File: config.mk
export PLATFORM = sky130hd
export DESIGN_NAME = mac_array_sequencer
export DESIGN_NICKNAME = d
export VERILOG_FILES = /design/src/rtl/mac_array_sequencer_pkg.sv /design/src/rtl/mac_seq_beat_counter.sv /design/src/rtl/mac_array_sequencer.sv
export SDC_FILE = /design/constraint.sdc
export NUM_CORES = 1
export LEC_CHECK = 0
export ABC_AREA = 1
export CAP_MARGIN = 20
export CORE_ASPECT_RATIO = 1.5
export CORE_MARGIN = 2
export CORE_UTILIZATION = 51
export DETAILED_ROUTE_END_ITERATION = 12
export PLACE_DENSITY = 0.87
export SYNTH_ARGS = -nofsm -noshare
export SYNTH_HDL_FRONTEND = slang
export SYNTH_HIERARCHICAL = 1
export SYNTH_SLANG_ARGS = --single-unit
File: constraint.sdc
create_clock -name clk -period 3.32 [get_ports clk]
set_input_delay 0.664 -clock clk [delete_from_list [all_inputs] [get_ports clk]]
set_output_delay 0.664 -clock clk [all_outputs]
set_load 0.02 [all_outputs]
File: src/rtl/mac_array_sequencer_pkg.sv
// mac_array_sequencer_pkg: instruction codes, operation encoding and FSM states shared by the sequencer.
package mac_array_sequencer_pkg;

    localparam logic [31:0] CODE_COMPUTE    = 32'd87;
    localparam logic [31:0] CODE_LOADIFMAPS = 32'd88;
    localparam logic [1:0]  OP_POOL         = 2'b10;
    localparam logic [4:0]  MAX_KERNEL      = 5'd5;

    typedef enum logic [2:0] {
        IDLE,
        W_READ,
        W_DRAIN,
        W_COMMIT,
        IFMAP,
        DONE
    } seq_state_t;

endpackage

File: src/rtl/mac_seq_beat_counter.sv
// mac_seq_beat_counter: loadable down-counter with zero flag; decrement is ignored at zero.
module mac_seq_beat_counter #(
    parameter int WIDTH = 16
) (
    input  logic             clk,
    input  logic             rst_n,
    input  logic             load,
    input  logic [WIDTH-1:0] load_value,
    input  logic             dec,
    output logic [WIDTH-1:0] count,
    output logic             zero
);

    assign zero = count == '0;

    always_ff @(posedge clk or negedge rst_n)
        if (!rst_n) count <= '0;
        else if (load) count <= load_value;
        else if (dec && !zero) count <= count - WIDTH'(1);

endmodule

File: src/rtl/mac_array_sequencer.sv
// mac_array_sequencer: sequences weight BRAM reads and ifmap beats into the MAC array.
// Define MAC_SEQ_PERF_CNT_EN to build the ifmap stall-cycle counter.
module mac_array_sequencer
    import mac_array_sequencer_pkg::*;
#(
    parameter int BRAM_ADDRESS_WIDTH = 12,
    parameter int BEAT_WIDTH         = 16
) (
    input  logic                          clk,
    input  logic                          rst_n,
    input  logic                          inst_valid,
    output logic                          inst_ready,
    input  logic [31:0]                   inst_code,
    input  logic [4:0]                    kernel_size_cfg,
    input  logic [1:0]                    operation_cfg,
    input  logic [BRAM_ADDRESS_WIDTH-1:0] weight_base_addr,
    input  logic [BEAT_WIDTH-1:0]         beat_count,
    input  logic                          ifmaps_fifo_empty,
    output logic                          bram_en,
    output logic [BRAM_ADDRESS_WIDTH-1:0] bram_addr,
    output logic                          load_weight_preload,
    output logic                          load_MAC_weight,
    output logic                          load_ifmaps,
    output logic                          pooling_compute,
    output logic [1:0]                    operation,
    output logic [4:0]                    kernel_size,
    output logic                          busy,
    output logic                          done,
    output logic                          err,
    output logic [31:0]                   stall_cycles
);

    // Counter must hold both the beat count and K*K-1 (24 at most).
    localparam int CW = BEAT_WIDTH > 5 ? BEAT_WIDTH : 5;

    seq_state_t    state;
    logic          accept, is_compute, is_ifmap, kernel_ok, cnt_load, cnt_dec, cnt_zero;
    logic [9:0]    kk_m1;
    logic [CW-1:0] cnt_load_value, cnt;

    assign inst_ready     = state == IDLE;
    assign busy           = !inst_ready;
    assign accept         = inst_valid && inst_ready;
    assign is_compute     = inst_code == CODE_COMPUTE;
    assign is_ifmap       = inst_code == CODE_LOADIFMAPS;
    assign kernel_ok      = kernel_size_cfg != 5'd0 && kernel_size_cfg <= MAX_KERNEL;
    assign kk_m1          = 10'(kernel_size_cfg) * 10'(kernel_size_cfg) - 10'd1;
    assign cnt_load       = accept && ((is_compute && kernel_ok) || is_ifmap);
    assign cnt_load_value = is_compute ? CW'(kk_m1) : CW'(beat_count);
    // The FIFO pop must see empty in the same cycle, so this strobe is decoded from state.
    assign load_ifmaps    = state == IFMAP && !ifmaps_fifo_empty && !cnt_zero;
    assign cnt_dec        = (state == W_READ) || load_ifmaps;

    mac_seq_beat_counter #(.WIDTH(CW)) u_cnt (
        .clk       (clk),
        .rst_n     (rst_n),
        .load      (cnt_load),
        .load_value(cnt_load_value),
        .dec       (cnt_dec),
        .count     (cnt),
        .zero      (cnt_zero)
    );

    always_ff @(posedge clk or negedge rst_n) begin
        if (!rst_n) begin
            state               <= IDLE;
            bram_en             <= 1'b0;
            bram_addr           <= '0;
            load_weight_preload <= 1'b0;
            load_MAC_weight     <= 1'b0;
            pooling_compute     <= 1'b0;
            operation           <= 2'b00;
            kernel_size         <= 5'd0;
            done                <= 1'b0;
            err                 <= 1'b0;
        end else begin
            load_weight_preload <= bram_en;
            load_MAC_weight     <= 1'b0;
            pooling_compute     <= load_ifmaps && operation == OP_POOL;
            done                <= 1'b0;
            err                 <= 1'b0;
            case (state)
                IDLE: if (accept) begin
                    if (cnt_load) begin
                        state       <= is_compute ? W_READ : IFMAP;
                        bram_en     <= is_compute;
                        bram_addr   <= is_compute ? weight_base_addr : bram_addr;
                        operation   <= operation_cfg;
                        kernel_size <= kernel_size_cfg;
                    end else err <= 1'b1;
                end
                W_READ: if (cnt_zero) begin
                    state   <= W_DRAIN;
                    bram_en <= 1'b0;
                end else bram_addr <= bram_addr + BRAM_ADDRESS_WIDTH'(1);
                W_DRAIN: begin
                    state           <= W_COMMIT;
                    load_MAC_weight <= 1'b1;
                end
                W_COMMIT: begin
                    state <= DONE;
                    done  <= 1'b1;
                end
                IFMAP: if (cnt_zero) begin
                    state <= DONE;
                    done  <= 1'b1;
                end
                DONE: state <= IDLE;
                default: state <= IDLE;
            endcase
        end
    end

`ifdef MAC_SEQ_PERF_CNT_EN
    always_ff @(posedge clk or negedge rst_n)
        if (!rst_n) stall_cycles <= '0;
        else if (accept) stall_cycles <= '0;
        else if (state == IFMAP && ifmaps_fifo_empty && stall_cycles != '1) stall_cycles <= stall_cycles + 32'd1;
`else
    assign stall_cycles = '0;
`endif

endmodule

---- Word level (Yosys, flattened, before mapping) ----
Cells that the tools add are included.
cells by class
  multipliers ............................. 1
  order comparisons ....................... 1
  reduce and logical (&&, ||, !) cells .... 22
  eq/ne operators ......................... 13
  muxes and demuxes ....................... 24
  $add $sub $neg .......................... 3
operator list
  kind                                                            number
  equality test 32 x 7 -> 1 bit, second input constant            2
  two-way mux 12 bit                                              4
  two-way mux 16 bit                                              3
  case mux 12 bit (2 select lines)                                1
  logical NOT 16 bit                                              1
  subtractor 16 x 1 -> 16 bit, second input constant              1
  two-way mux 3 bit                                               5
  case mux 3 bit (5 select lines)                                 1
  adder 12 x 1 -> 12 bit, second input constant                   1
  multiplier 5 x 5 -> 10 bit                                      1
  inequality test 2 x 1 -> 1 bit, second input constant           5
  subtractor 10 x 1 -> 10 bit, second input constant              1
  logical AND 1 bit                                               8
  two-way mux 1 bit                                               8
  AND reduction 4 bit                                             2
  equality test 3 x 2 -> 1 bit, second input constant             2
  less-or-equal comparator 5 x 3 -> 1 bit, second input constant  1
  AND reduction 5 bit                                             1
  nonzero test 5 bit                                              1
  case mux 1 bit (2 select lines)                                 2
  nonzero test 2 bit                                              2
  equality test 3 x 1 -> 1 bit, second input constant             1
  equality test 3 bit, second input constant                      1
  logical NOT 1 bit                                               3
  5 further kinds                                                 6
word-level totals
  bits in registers ....................... 44
  bits of input ports ..................... 71
  output and inout bits ................... 60

---- Logic depth before layout (Yosys ltp) ----
  word-level depth ........................ 8
  gate-level depth with buffers ........... 19

---- Modules after synthesis ----
Netlist, hierarchy kept.
by module, submodules not included
  module                instances  cells an instance  area an instance (µm²)
  mac_array_sequencer   1          425                2798.9
  mac_seq_beat_counter  1          183                1249.9

---- Worst setup path before layout ----
OpenSTA, ideal clock, no wires.
  path kind ............................... input to register
  from .................................... input port kernel_size_cfg[2]
  to ...................................... register u_cnt.count[8]
  library setup time ...................... 0.125 ns
  setup slack ............................. -0.200 ns
  stages on the path ...................... 17
  data arrival time ....................... 3.395 ns
  required time ........................... 3.195 ns
  cell sequence ........................... buf_4 -> nand2_1 -> inv_1 -> ha_1 -> inv_1 -> fa_1 -> fa_1 -> ha_1 -> a21oi_1 -> nand2_1 -> nand2_1 -> nand2_1 -> a21oi_1 -> xor2_1 -> o21ai_0 -> nand2_1 -> nand3_1
on the way
  elaborated cells on any way between the ends .. 11
  those cells by class .................... add/sub: 1; mul: 1; order compare: 1; mux: 2; reduce/logical: 6
RTL lines
  element                      line                        RTL
  start, declared              mac_array_sequencer.sv:14   input logic [4:0] kernel_size_cfg,
  multiplier 5 x 5 -> 10 bit   mac_array_sequencer.sv:47   assign kk_m1 = 10'(kernel_size_cfg) * 10'(kernel_size_cfg) - 10'd1;
  subtractor 10 x 1 -> 10 bit  mac_array_sequencer.sv:47
  two-way mux 16 bit           mac_array_sequencer.sv:49   assign cnt_load_value = is_compute ? CW'(kk_m1) : CW'(beat_count);
  net cnt_load_value[8]        mac_array_sequencer.sv:39   logic [CW-1:0] cnt_load_value, cnt;
  two-way mux 16 bit           mac_seq_beat_counter.sv:18  else if (load) count <= load_value;
  end signal, assigned         mac_seq_beat_counter.sv:18
  end signal, assigned         mac_seq_beat_counter.sv:19  else if (dec && !zero) count <= count - WIDTH'(1);
  end, declared                mac_seq_beat_counter.sv:10  output logic [WIDTH-1:0] count,
The timed path passes the listed nets, and every way through them passes these cells.
A chain may end at the register's enable or synchronous reset.

---- Worst setup path in the final report ----
  from .................................... input port kernel_size_cfg[1]
  to ...................................... register u_cnt.count[8]
Same word-level chain as after synthesis.

==> impl_metrics.toml <==
[status]
outcome = "completed"

[global_route]
grt_overflow = 0
antenna_found_initial = 0
grt_max_degree = 45
grt_pass1_wl_um = 17900
track_usage_pct = 25.1
grt_pass1_vias = 4155

[synthesis]
synthMuxAreaShare_pct = 0
synth_area_um2 = 4050
synth.top_cell.area_share_pct = 27.2
synth_top_family_by_area = "simple AND/OR/NAND/NOR gates"
synthAdderAreaFrac_pct = 8.03
ys_ff_latch = 44
synth_edf_count = 0
yosysTopAreaCell = "dfrtp_1"
synth_cells = 608
ys_types = 36
seq_area_frac_synth_pct = 27.2
yosys_warnings = 6
synth-simple-area-share_pct = 40.1
synth-compound-area-share_pct = 6.37
synth_area_leaders = "dfrtp_1 27%, nand2_1 18%, nand3_1 7.4%, buf_4 6.7%, nor2_1 6.4%"
synth-xor-area-share_pct = 3.03
ys.flop_type = "dfrtp_1"
synth.avg_cell_area_um2 = 6.66
postSynth.asyncResetShare_pct = 100

[finish]
diodes = 0
syn_to_final_growth_pct = 33.4
num-fill-cells = 629
finalNetCount = 816
seq_area_um2 = 1100
drive_gt1_share_pct = 14.8
multi_input_area_um2 = 2580

[timing]
worstMarginPinSlew_ns = 0.984
fmax_ghz = 0.306
period_minus_slack_ns = 3.27
drv_slew = 0
min_period_over_period_pct = 98.5
whs_ns = 0.451
hold_viol_final = 0
fin_tns_setup_ns = 0
setup_viol = 0
max_slew_margin_pct = 34.4
skew_ns = 0.00740

[worst_setup_path]
crit_required_ns = 3.49
critPathLaunchType = "primary input"
path_max_fanout = 4
rr_worst_depth = 15
critical_path_class = "in -> reg"
arrival_ns = 3.44
endpoint_kind = "flip-flop"

[pwr]
power.leakage_nw = 2.90
ir_drop_mv = 0.279
pwr_density_cell_nw_per_um2 = 371
total_power_mw = 2.01

[cts]
clk-insertion-delay-late_ns = 0.29
cts_hold_buf = 0
clock_path_buffers = 2
clock-root-buffer = "clkbuf_16"
cts_buffers = 5
cts.sink_count = 44
h-tree-depth = 2
clkTransAtPathRegs_ns = 0.06
cts_tree = "built"

[die]
dieArea_um2 = 8680
initial_core_util_pct = 52.8
ios = 131
core_area_um2 = 7660
num_rows = 39
die_w_um = 76.8
die_height_um = 113

[placement]
hpwl_um = 8320
io_buffers = 98
place_congestion = 0.960

[min_path]
hp-class = "reg -> reg"
whs_path_depth = 0

[run]
drv_cap = 0

[detailed_routing]
vias = 4162
via_per_inst = 5.04
routed_wl_um = 10900
drt_iter0_drc = 357
drc_errors = 0
wire_per_inst_um = 13.2
antenna_left = 0
dr.pass1.iters = 5
[flip-flops by register name (all words and copies together), names as in the netlist, 2 cells and up]
register	cells
operation	2
u_cnt/count	16
bram_addr	12
state	3
kernel_size	5
[final timing paths]
check | endpoint | slack [ns] | from
worst max register to register | u_cnt/count[2] | 0.62 | u_cnt/count[0]
max in group asynchronous | u_cnt/count[6] | 2.17 | rst_n
worst max-delay path | u_cnt/count[8] | 0.05 | kernel_size_cfg[1]
min in group asynchronous | bram_addr[4] | 0.53 | rst_n
worst min-delay path | load_weight_preload | 0.45 | bram_en
worst min register to register | load_weight_preload | 0.45 | bram_en
[layout make-up]
class | count | share of cell area, %
inverter | 70 | 4.86
timing repair buffer | 124 | 21.6
clock inverter | 2 | 0.648
sequential | 44 | 20.4
multi-input combinational | 477 | 47.7
clock buffer | 6 | 2.39
tap | 102 | 2.36
[critical path, stage by stage]
cell     delay, ns
buf_4         0.13
nand2_4       0.08
inv_2         0.05
ha_4          0.26
inv_2         0.05
xor2_2        0.15
fa_2          0.37
fa_1          0.58
ha_4          0.22
a21oi_2       0.11
nand2_1       0.10
nand2_2       0.10
nand2_2       0.06
a21oi_2       0.15
xor2_1        0.15
o21ai_1       0.08
nand2_1       0.07
nand3_1       0.06
[repair_timing]
item	in CTS	in global routing
resized for setup	19	26
setup endpoints to repair	7	7
setup buffers	3	2
pin swaps	11	14
[logic make-up after synthesis]
| family | count (synthesis) |
|---|---|
| and+or+nand+nor | 364 |
| buffers and inverters | 118 |
| AOI/OAI and AO/OA | 44 |
| other | 1 |
| adders and majority gates | 23 |
| DFF | 44 |
| xor gates and xnor gates | 14 |
[where the power goes]
part | switching (mW) | total [mW] | internal, mW
sequential | 0.0495 | 0.630 | 0.580
clock | 0.205 | 0.559 | 0.354
combinational | 0.457 | 0.818 | 0.361
[cells in the final DEF (no fill, tap or decap), types with 4 or more instances in the layout]
cell	Yosys	routed
a21oi_1	10	7
a21oi_2	2	5
buf_4	36	25
clkbuf_16	0	5
clkdlybuf4s50_1	0	91
conb_1	1	32
dfrtp_1	44	44
fa_1	5	4
ha_1	18	12
ha_4	0	5
inv_1	65	59
inv_2	5	11
nand2_1	193	184
nand2_2	6	13
nand2_4	4	6
nand3_1	60	60
nand4_1	5	5
nor2_1	69	69
nor2_2	8	8
nor2_4	4	4
o21ai_0	22	20
or2_2	5	5
xor2_1	11	10
[synthesized netlist by cell type (2+ instances only)]
cell        n
nor3_1      3
clkbuf_1    4
o21bai_1    3
buf_6       4
fa_1        5
buf_4      36
buf_2       4
nand4_1     5
nand2_1   193
a21oi_2     2
o21ai_2     3
dfrtp_1    44
a21oi_1    10
nand2_2     6
nand3_2     3
inv_2       5
or2_2       5
o21ai_0    22
nand2_4     4
nor2_4      4
xor2_1     11
xnor2_1     3
inv_1      65
nor2_2      8
ha_1       18
nor2_1     69
nand3_1    60
[routing by layer]
metal  vias to the layer above  wire [um]  global-route usage, %
met3                        34        527                   3.83
met1                      1894       3870                   25.2
li1                       2060          -                      -
met4                         0        412                   13.0
met5                         -          0                      0
met2                       174       6120                   48.9
[stage by stage]
step,cell area (um2),util [%],cells,setup slack [ns]
after global routing,5400,70.5,825,-0.0694
after detailed placement,5110,66.7,812,-0.612
after floorplan,4200,-,639,0.0117
final,5400,70.5,825,0.0506
after CTS,5340,69.6,823,-0.0379
after global placement,5110,66.7,812,-0.510
(Power assumes the default switching activity.)
